File: src/rtl/tcm_dec_types.sv
// Shared types and helpers for the TCM decoder traceback path.
//   cSTATE_NUM / cSTATE_W : default trellis size and state index width
//   cMETRIC_W             : default path metric width
//   stateb_t              : state index
//   trel_statem_t         : path metric (modulo arithmetic)
//   statem_better()       : strict "a is better than b" under wrap-around metric arithmetic
package tcm_dec_types;

  localparam int unsigned cSTATE_NUM = 64;
  localparam int unsigned cSTATE_W   = $clog2(cSTATE_NUM);
  localparam int unsigned cMETRIC_W  = 8;

  typedef logic [cSTATE_W-1:0]  stateb_t;
  typedef logic [cMETRIC_W-1:0] trel_statem_t;

  // a and b are zero-extended metrics of width w (w < 32). The difference is taken modulo 2^w
  // and read as signed, so metrics that have wrapped still compare correctly while their
  // spread stays below 2^(w-1). Equal metrics are never "better".
  function automatic logic statem_better(input logic [31:0]   a,
                                         input logic [31:0]   b,
                                         input int unsigned   w,
                                         input logic          min_mode);
    logic [31:0] diff;
    logic        neg;
    logic        zero;
    diff = (a - b) & ((32'h1 << w) - 32'h1);
    neg  = diff[5'(w - 1)];
    zero = (diff == 32'h0);
    return min_mode ? neg : (!neg && !zero);
  endfunction

endpackage

File: src/rtl/tcm_dec_trb_cmp_node.sv
// Combinational 2:1 compare-select node of the best-state tree.
//   ia_* : lower-index operand {metric, index, tie}
//   ib_* : higher-index operand {metric, index, tie}
//   o*   : selected {metric, index, tie}
// Equal metrics select the lower-index operand and raise the tie flag; otherwise the tie flag
// of the selected operand is passed on.
module tcm_dec_trb_cmp_node
  import tcm_dec_types::*;
#(
  parameter int unsigned pMETRIC_W = 8,
  parameter int unsigned pIDX_W    = 6,
  parameter int unsigned pMIN_MODE = 0
) (
  input  logic [pMETRIC_W-1:0] ia_metric,
  input  logic [pIDX_W-1:0]    ia_idx,
  input  logic                 ia_tie,
  input  logic [pMETRIC_W-1:0] ib_metric,
  input  logic [pIDX_W-1:0]    ib_idx,
  input  logic                 ib_tie,
  output logic [pMETRIC_W-1:0] ometric,
  output logic [pIDX_W-1:0]    oidx,
  output logic                 otie
);

  logic eq;
  logic a_better;
  logic sel_b;

  always_comb begin
    eq       = (ia_metric == ib_metric);
    a_better = statem_better(32'(ia_metric), 32'(ib_metric), pMETRIC_W, pMIN_MODE != 0);
    sel_b    = !a_better && !eq;
    ometric  = sel_b ? ib_metric : ia_metric;
    oidx     = sel_b ? ib_idx    : ia_idx;
    otie     = eq | (sel_b ? ib_tie : ia_tie);
  end

endmodule

File: src/rtl/tcm_dec_trb_decision_pipe.sv
// Best-state search for the Viterbi traceback: reduces pSTATE_NUM path metrics to the index and
// metric of the best state through a pipelined binary compare-select tree.
//   iclk, ireset, iclkena : clock, synchronous active-high reset, clock enable
//   ival, isop, ieop      : metric vector valid and frame markers
//   istatem               : metric array, index = state number
//   oval, osop, oeop      : delayed valid and frame markers (latency = ceil(D/pREG_EVERY))
//   ostate, ometric, otie : best state, its metric, tie seen on the winning path
module tcm_dec_trb_decision_pipe
  import tcm_dec_types::*;
#(
  parameter int unsigned pSTATE_NUM = cSTATE_NUM,
  parameter int unsigned pMETRIC_W  = cMETRIC_W,
  parameter int unsigned pREG_EVERY = 1,
  parameter int unsigned pMIN_MODE  = 0,
  localparam int unsigned cD   = $clog2(pSTATE_NUM),
  localparam int unsigned cLAT = (cD + pREG_EVERY - 1) / pREG_EVERY
) (
  input  logic                                 iclk,
  input  logic                                 ireset,
  input  logic                                 iclkena,
  input  logic                                 ival,
  input  logic                                 isop,
  input  logic                                 ieop,
  input  logic [pSTATE_NUM-1:0][pMETRIC_W-1:0] istatem,
  output logic                                 oval,
  output logic                                 osop,
  output logic                                 oeop,
  output logic [cD-1:0]                        ostate,
  output logic [pMETRIC_W-1:0]                 ometric,
  output logic                                 otie
);

  // Compare-select tree. Level k reduces 2*N candidates to N; index bits ride with the metric.
  for (genvar k = 0; k < cD; k++) begin : g_lvl
    localparam int unsigned N     = pSTATE_NUM >> (k + 1);
    localparam bit          IsReg = (((k + 1) % pREG_EVERY) == 0) || (k == cD - 1);

    logic [pMETRIC_W-1:0] in_metric  [2*N];
    logic [cD-1:0]        in_idx     [2*N];
    logic                 in_tie     [2*N];
    logic [pMETRIC_W-1:0] sel_metric [N];
    logic [cD-1:0]        sel_idx    [N];
    logic                 sel_tie    [N];
    logic [pMETRIC_W-1:0] out_metric [N];
    logic [cD-1:0]        out_idx    [N];
    logic                 out_tie    [N];

    for (genvar j = 0; j < 2 * N; j++) begin : g_in
      if (k == 0) begin : g_leaf
        assign in_metric[j] = istatem[j];
        assign in_idx[j]    = cD'(j);
        assign in_tie[j]    = 1'b0;
      end else begin : g_prev
        assign in_metric[j] = g_lvl[k-1].out_metric[j];
        assign in_idx[j]    = g_lvl[k-1].out_idx[j];
        assign in_tie[j]    = g_lvl[k-1].out_tie[j];
      end
    end

    for (genvar j = 0; j < N; j++) begin : g_node
      tcm_dec_trb_cmp_node #(
        .pMETRIC_W (pMETRIC_W),
        .pIDX_W    (cD),
        .pMIN_MODE (pMIN_MODE)
      ) u_node (
        .ia_metric (in_metric[2*j]),
        .ia_idx    (in_idx[2*j]),
        .ia_tie    (in_tie[2*j]),
        .ib_metric (in_metric[2*j+1]),
        .ib_idx    (in_idx[2*j+1]),
        .ib_tie    (in_tie[2*j+1]),
        .ometric   (sel_metric[j]),
        .oidx      (sel_idx[j]),
        .otie      (sel_tie[j])
      );
    end

    if (IsReg) begin : g_reg
      // Data registers carry no reset; validity is tracked by the control pipe.
      logic [pMETRIC_W-1:0] metric_q [N];
      logic [cD-1:0]        idx_q    [N];
      logic                 tie_q    [N];

      always_ff @(posedge iclk) begin
        if (iclkena) begin
          metric_q <= sel_metric;
          idx_q    <= sel_idx;
          tie_q    <= sel_tie;
        end
      end

      assign out_metric = metric_q;
      assign out_idx    = idx_q;
      assign out_tie    = tie_q;
    end else begin : g_comb
      assign out_metric = sel_metric;
      assign out_idx    = sel_idx;
      assign out_tie    = sel_tie;
    end
  end

  assign ostate  = g_lvl[cD-1].out_idx[0];
  assign ometric = g_lvl[cD-1].out_metric[0];
  assign otie    = g_lvl[cD-1].out_tie[0];

  // Control pipe, one stage per registered tree level. Markers are qualified by ival on entry.
  logic [cLAT-1:0] val_d, val_q;
  logic [cLAT-1:0] sop_d, sop_q;
  logic [cLAT-1:0] eop_d, eop_q;

  always_comb begin
    val_d    = val_q << 1;
    sop_d    = sop_q << 1;
    eop_d    = eop_q << 1;
    val_d[0] = ival;
    sop_d[0] = ival & isop;
    eop_d[0] = ival & ieop;
  end

  always_ff @(posedge iclk) begin
    if (ireset) begin
      val_q <= '0;
      sop_q <= '0;
      eop_q <= '0;
    end else if (iclkena) begin
      val_q <= val_d;
      sop_q <= sop_d;
      eop_q <= eop_d;
    end
  end

  assign oval = val_q[cLAT-1];
  assign osop = sop_q[cLAT-1];
  assign oeop = eop_q[cLAT-1];

endmodule

File: config.mk
export PLATFORM = sky130hd
export DESIGN_NAME = tcm_dec_trb_decision_pipe
export DESIGN_NICKNAME = d
export VERILOG_FILES = /design/src/rtl/tcm_dec_types.sv /design/src/rtl/tcm_dec_trb_cmp_node.sv /design/src/rtl/tcm_dec_trb_decision_pipe.sv
export SDC_FILE = /design/constraint.sdc
export NUM_CORES = 2
export LEC_CHECK = 0
export BUFFER_PORTS_ARGS = -buffer_cell sky130_fd_sc_hd__buf_4
export CORE_ASPECT_RATIO = 1.5
export CORE_UTILIZATION = 50
export DETAILED_ROUTE_END_ITERATION = 10
export GPL_TIMING_DRIVEN = 0
export PLACE_DENSITY = 0.72
export SETUP_SLACK_MARGIN = 0.02
export SLEW_MARGIN = 40
export SYNTH_ARGS = -nofsm -noshare
export SYNTH_HDL_FRONTEND = slang
export SYNTH_SLANG_ARGS = --single-unit
File: constraint.sdc
create_clock -name iclk -period 2.8 [get_ports iclk]
set_input_delay 0.56 -clock iclk [delete_from_list [all_inputs] [get_ports iclk]]
set_output_delay 0.56 -clock iclk [all_outputs]
set_load 0.01 [all_outputs]
---- Word-level counts from Yosys, hierarchy flattened ----
Cells that the tools add are included.
Widths: inputs -> output; s select.
word-level totals
  input port bits ......................... 518
  bits in registers ....................... 963
  logic and storage cells ................. 949
  output and inout bits ................... 18
cells by class
  equality and inequality tests ........... 63
  bitwise logic cells ..................... 33
  add/subtract/negate cells ............... 63
  mux-type cells .......................... 157
  reduce and logical (&&, ||, !) cells .... 441
operators by type and width
  cell               count
  $logic_not 32->1   63
  $eq 8x8->1         63
  $mux 8             63
  $sub 8x8->8        63
  $logic_not 1->1    252
  $mux 6             31
  $logic_and 1x1->1  126
  $mux 1             63
  $or 1x1->1         31
  $and 1x1->1        2

---- Longest topological paths before layout ----
  depth after elaboration ................. 8
  gate-level depth with buffers ........... 11
  depth with buffers taken out ............ 10

---- By module ----
Synthesis repeated with hierarchy kept, for this count alone.
unflattened totals
  cell total of the unflattened synthesis .. 5,957
  area total of the unflattened synthesis .. 71,770.1 µm²
by module, submodules not included
  module                                                 area each (µm²)  instances  sequential area each (µm²)  cells an instance
  tcm_dec_trb_decision_pipe                              29,030.3         1          28,737.6                    1,007
  tcm_dec_trb_cmp_node (g_lvl[1].g_node[0].u_node ...)   681.9            31         0.0                         78
  tcm_dec_trb_cmp_node (g_lvl[0].g_node[16].u_node ...)  681.9            17         0.0                         80
  tcm_dec_trb_cmp_node (g_lvl[0].g_node[0].u_node ...)   666.9            12         0.0                         78
  tcm_dec_trb_cmp_node (g_lvl[0].g_node[15].u_node ...)  666.9            2          0.0                         79
  tcm_dec_trb_cmp_node (g_lvl[0].g_node[9].u_node)       671.9            1          0.0                         78

---- Worst setup path before layout ----
No wires, ideal clock.
  path type ............................... input-to-reg
  start ................................... input port istatem[48] in the netlist's numbering
  end ..................................... register g_lvl[0].g_reg.metric_q[226] in the netlist's numbering, data pin
  setup slack ............................. -0.185 ns
  required time ........................... 2.540 ns
  library setup time ...................... 0.260 ns
  stages on the path ...................... 10
  data arrival time ....................... 2.725 ns
  path buffers ............................ 0
  cells stage by stage .................... inv_1 -> ha_1 -> fa_1 -> nand2b_1 -> a21oi_1 -> nor4_1 -> a311oi_1 -> nand3_1 -> o211ai_2 -> mux2_2
between the ends
  longest elaborated chain between the ends .. 7
  elaborated cells on any way between the ends .. 10
  classes of those cells .................. add/sub: 1; eq/ne: 1; mux: 1; reduce/logical: 7
RTL lines
  item                                            line                             source
  from (decl)                                     tcm_dec_trb_decision_pipe.sv:24  input logic [pSTATE_NUM-1:0][pMETRIC_W-1:0] istatem,
  $sub 8x8->8                                     tcm_dec_types.sv:26              diff = (a - b) & ((32'h1 << w) - 32'h1);
  $logic_not 32->1                                tcm_dec_types.sv:28              zero = (diff == 32'h0);
  $logic_not 1->1                                 tcm_dec_types.sv:29              return min_mode ? neg : (!neg && !zero);
  $logic_and 1x1->1                               tcm_dec_types.sv:29
  $logic_not 1->1                                 tcm_dec_trb_cmp_node.sv:32       sel_b = !a_better && !eq;
  $logic_and 1x1->1 (*)                           tcm_dec_trb_cmp_node.sv:32
  named net g_lvl[0].g_node[3].u_node.sel_b       tcm_dec_trb_cmp_node.sv:27       logic sel_b;
  $mux 8 (*)                                      tcm_dec_trb_cmp_node.sv:33       ometric = sel_b ? ib_metric : ia_metric;
  named net g_lvl[0].g_node[3].u_node.ometric[2]  tcm_dec_trb_cmp_node.sv:20       output logic [pMETRIC_W-1:0] ometric,
  to (signal assigned)                            tcm_dec_trb_decision_pipe.sv:86  metric_q <= sel_metric;
  to (decl)                                       tcm_dec_trb_decision_pipe.sv:80  logic [pMETRIC_W-1:0] metric_q [N];
Mark *: on every way through the listed nets, which the timed path passes. The rest lies on a longest branch.
A chain may end at the register's enable or synchronous reset.

---- Worst setup path in the final report ----
  start ................................... register g_lvl[0].g_reg.metric_q[184] in the netlist's numbering
  end ..................................... register g_lvl[1].g_reg.metric_q[91] in the netlist's numbering, data pin
between the ends
  longest elaborated chain between the ends .. 7
  elaborated cells on any way between the ends .. 10
  classes of those cells .................. add/sub: 1; eq/ne: 1; mux: 1; reduce/logical: 7
RTL lines
  item                                            line
  $sub 8x8->8                                     tcm_dec_types.sv:26
  $logic_not 32->1                                tcm_dec_types.sv:28
  $logic_not 1->1                                 tcm_dec_types.sv:29
  $logic_and 1x1->1                               tcm_dec_types.sv:29
  $logic_not 1->1                                 tcm_dec_trb_cmp_node.sv:32
  $logic_and 1x1->1 (*)                           tcm_dec_trb_cmp_node.sv:32
  $mux 8 (*)                                      tcm_dec_trb_cmp_node.sv:33
  named net g_lvl[1].g_node[4].u_node.ometric[3]  tcm_dec_trb_cmp_node.sv:20
  to (signal assigned)                            tcm_dec_trb_decision_pipe.sv:86
  to (decl)                                       tcm_dec_trb_decision_pipe.sv:80
Marks and branches as above.

==> flow_summary.json <==
{
  "status": "finished with violations",
  "failed_checks": "negative setup slack",
  "whs_ps": 193,
  "power.switching_mw": 20.7,
  "dp_slack_ps": -766,
  "crit_chain": "inv_2 > ha_4 > fa_2 > buf_6 > nand2b_4 > a21oi_4 > nor4_2 > a311oi_1 > o2111a_1 > o21bai_1 > buf_4 > mux2_4",
  "setup_viol": 62,
  "synthArstFlopShare": 0,
  "cp_max_fo": 5,
  "grt-ovfl-total": 0,
  "ant_nets": 0,
  "nNetsFinal": 7428,
  "instances_no_fill": 7884,
  "internal_power_mw": 37.2,
  "powerDensity_nw_per_um2": 832,
  "routabilityCongestion": 0.940,
  "cpLargestDelayFamily": "compound AO/OA/AOI/OAI gates",
  "clk_latency_ps": 640,
  "totalWireLength_um": 148000,
  "hold_path.class": "input port to register",
  "dr_wl_met2_um": 78300,
  "seq_area_um2": 21000,
  "synth-edff-count": 687,
  "synth_seq_cells": 705,
  "grt_pass1_vias": 44900,
  "drt-pass1-iter-count": 6,
  "cts_tree": "built",
  "synth-seq-area-share": 0.374,
  "rsz0062_at_grt": "true",
  "hold_viol": 0,
  "netlist_top_cells_area": "edfxtp_1, ha_1, mux2_2",
  "fp.dieW_um": 275,
  "maxSlewViolCount": 0,
  "cts_buffer_depth": 3,
  "route.detailed.drc": 0,
  "fmax_mhz": 345,
  "setup_ws_ps": -101,
  "p_leak_nw": 29.7,
  "dp_hpwl_um": 111000,
  "top_layer": "met5",
  "clkPwrFrac": 0.191,
  "start_kind": "register",
  "totalPowerFinal_mw": 57.8,
  "wl_met1_um": 55800,
  "start_util": 0.504,
  "path_buf_inv": 3,
  "synth_top_area_share": 0.368,
  "post-route-min-period_ps": 2900,
  "wire_per_inst_um": 18.7,
  "yosysWarningCount": 0,
  "root_buffer": "clkbuf_16",
  "drv_cap": 0,
  "wl_met3_um": 6820,
  "yosys.area.top_type": "edfxtp_1",
  "grt_start_max_net_pins": 125,
  "grt_pass1_wl_um": 224000,
  "relSlewSlack": 0.442,
  "syn_area_per_cell_um2": 10.1,
  "yosysMostFrequentCell": "inv_1",
  "syn-num-nets": 6601,
  "clock_sinks": 705,
  "swShare": 0.357,
  "critPathSlowestCell": "edfxtp_1",
  "die_h_um": 412,
  "cpPeakStageDelay_ps": 410,
  "critical_path_class": "register to register",
  "die-area_um2": 114000,
  "core_area_um2": 111000,
  "cp.arrival_ps": 3280,
  "htreeDepth": 3,
  "multi_input_area_um2": 34500,
  "clkTransAtPathRegs_ps": 60,
  "synth_flop_cell": "edfxtp_1",
  "fillers": 9022,
  "syn_area_um2": 56100,
  "placed_cells": 7532,
  "vdd_ir_drop_max_mv": 0.549,
  "synthTopCellsByCount": "inv_1, edfxtp_1, ha_1",
  "drive_above_1_share": 0.284,
  "pwr-share-seq": 0.297,
  "cp.required_ps": 3180,
  "synthCells": 5548,
  "first_iter_violations": 2652,
  "std_cell_rows": 150,
  "p_comb_frac": 0.512,
  "fin_worst_skew_ps": 27.3,
  "vias_per_cell": 5.81,
  "vias": 45800,
  "synthToLayoutAreaGrowth_pct": 23.9,
  "ys_types": 108,
  "io_buffers": 534,
  "grt_usage": 0.245,
  "cp-end-kind": "register",
  "antenna_found_initial": 7,
  "io_pins": 536,
  "cts_made_buffers": 75,
  "worst_slew_pin_slew_ps": 831,
  "finalCritPeriodShare": 1.04
}
[flip-flops by register name, summed over array words and instances, names as in the netlist]
register,count
eop_q,6
g_lvl.g_reg.idx_q,114
g_lvl.g_reg.metric_q,496
g_lvl.g_reg.tie_q,62
ometric,8
ostate,6
otie,1
sop_q,6
val_q,6
[metal layers]
layer | GRT usage | vias up
li1 | - | 22300
met1 | 0.265 | 21900
met2 | 0.464 | 1158
met3 | 0.0366 | 355
met4 | 0.106 | 4
met5 | 0 | -
[cell usage in the layout, fill, tap and decap left out, types with 28 or more instances in the layout]
| cell type | instances |
|---|---|
| buf_4 | 723 |
| inv_1 | 721 |
| edfxtp_1 | 687 |
| ha_1 | 407 |
| nor2_1 | 388 |
| mux2_2 | 285 |
| a21oi_1 | 223 |
| nand2_1 | 210 |
| xor2_1 | 162 |
| nor3_1 | 149 |
| mux2_4 | 123 |
| nand3_1 | 122 |
| nor2b_1 | 112 |
| mux2i_1 | 106 |
| o21ai_0 | 100 |
| o211ai_1 | 89 |
| nand4_1 | 81 |
| xnor2_1 | 79 |
| clkbuf_16 | 79 |
| o21a_1 | 73 |
| nand2b_1 | 72 |
| a31oi_1 | 63 |
| a211oi_1 | 53 |
| or3_1 | 52 |
| buf_6 | 51 |
| o221a_2 | 51 |
| a21o_1 | 50 |
| fa_2 | 44 |
| clkbuf_1 | 38 |
| and3_1 | 35 |
| ha_4 | 35 |
| o21ai_1 | 34 |
| o21bai_1 | 30 |
| a21oi_2 | 30 |
| ha_2 | 30 |
| inv_2 | 28 |
[power groups by stage]
stage	clock network, mW	registers (mW)	logic [mW]
after floorplan	0	16.5	18.0
after global placement	0	17.4	23.4
after detailed placement	0	17.3	23.9
after CTS	11.3	17.1	26.4
after global routing	11.6	17.4	32.0
final	11.0	17.2	29.6
[tightest hold or removal path, stage by stage]
cell and delay, ps:
buf_4 90, mux2i_1 60, nor2_1 80
[area by class of cell]
type | instances | share of cell area
clock inverter | 52 | 0.0110
clock buffer | 86 | 0.0282
buffer | 76 | 0.00780
tap | 1444 | 0.0260
timing repair buffer | 757 | 0.0872
inverter | 754 | 0.0416
antenna | 4 | 0.000144
sequential | 705 | 0.302
multi-input combinational | 4006 | 0.496
[logic make-up (layout without fill, tap and decap cells)]
kind of cell	Yosys count	in the layout	synth area share
flip-flops	705	705	0.374
multiplexers	536	536	0.107
other	0	4	0
AO/OA/AOI/OAI	1263	1264	0.167
buffers and inverters	840	1725	0.0576
AND/OR/NAND/NOR	1420	1422	0.128
XOR/XNOR	249	249	0.0389
adder cells (fa/ha/maj)	535	535	0.128
[per-stage QoR]
step	setup TNS, ps	utilization	instance area, um2
6_report	-1870	0.624	69500
5_1_grt	-12620	0.624	69500
4_1_cts	-2930	0.605	67300
3_5_place_dp	-123450	0.564	62800
3_3_place_gp	-3219030	0.563	62600
2_1_floorplan	-395	-	56800
[worst paths after layout]
kind	depth (start not counted)	slack, ps	start	end
setup / recovery	12	-100	g_lvl[0].g_reg.metric_q[184]$_DFFE_PP_	g_lvl[1].g_reg.metric_q[91]$_DFFE_PP_
hold / removal	3	190	ival	val_q[0]$_SDFFE_PP0P_
setup reg to reg	12	-100	g_lvl[0].g_reg.metric_q[184]$_DFFE_PP_	g_lvl[1].g_reg.metric_q[91]$_DFFE_PP_
hold reg to reg	2	480	sop_q[0]$_SDFFE_PP0P_	sop_q[0]$_SDFFE_PP0P_
[timing repair]
item / CTS / global route
cloned: 12 / 7
setup buffers: 114 / 91
pin swaps: 97 / 135
resized for setup: 187 / 353
hold buffers: 0 / 0
setup endpoints to repair: 277 / 342
No activity file was read; power rests on OpenSTA's default activity.
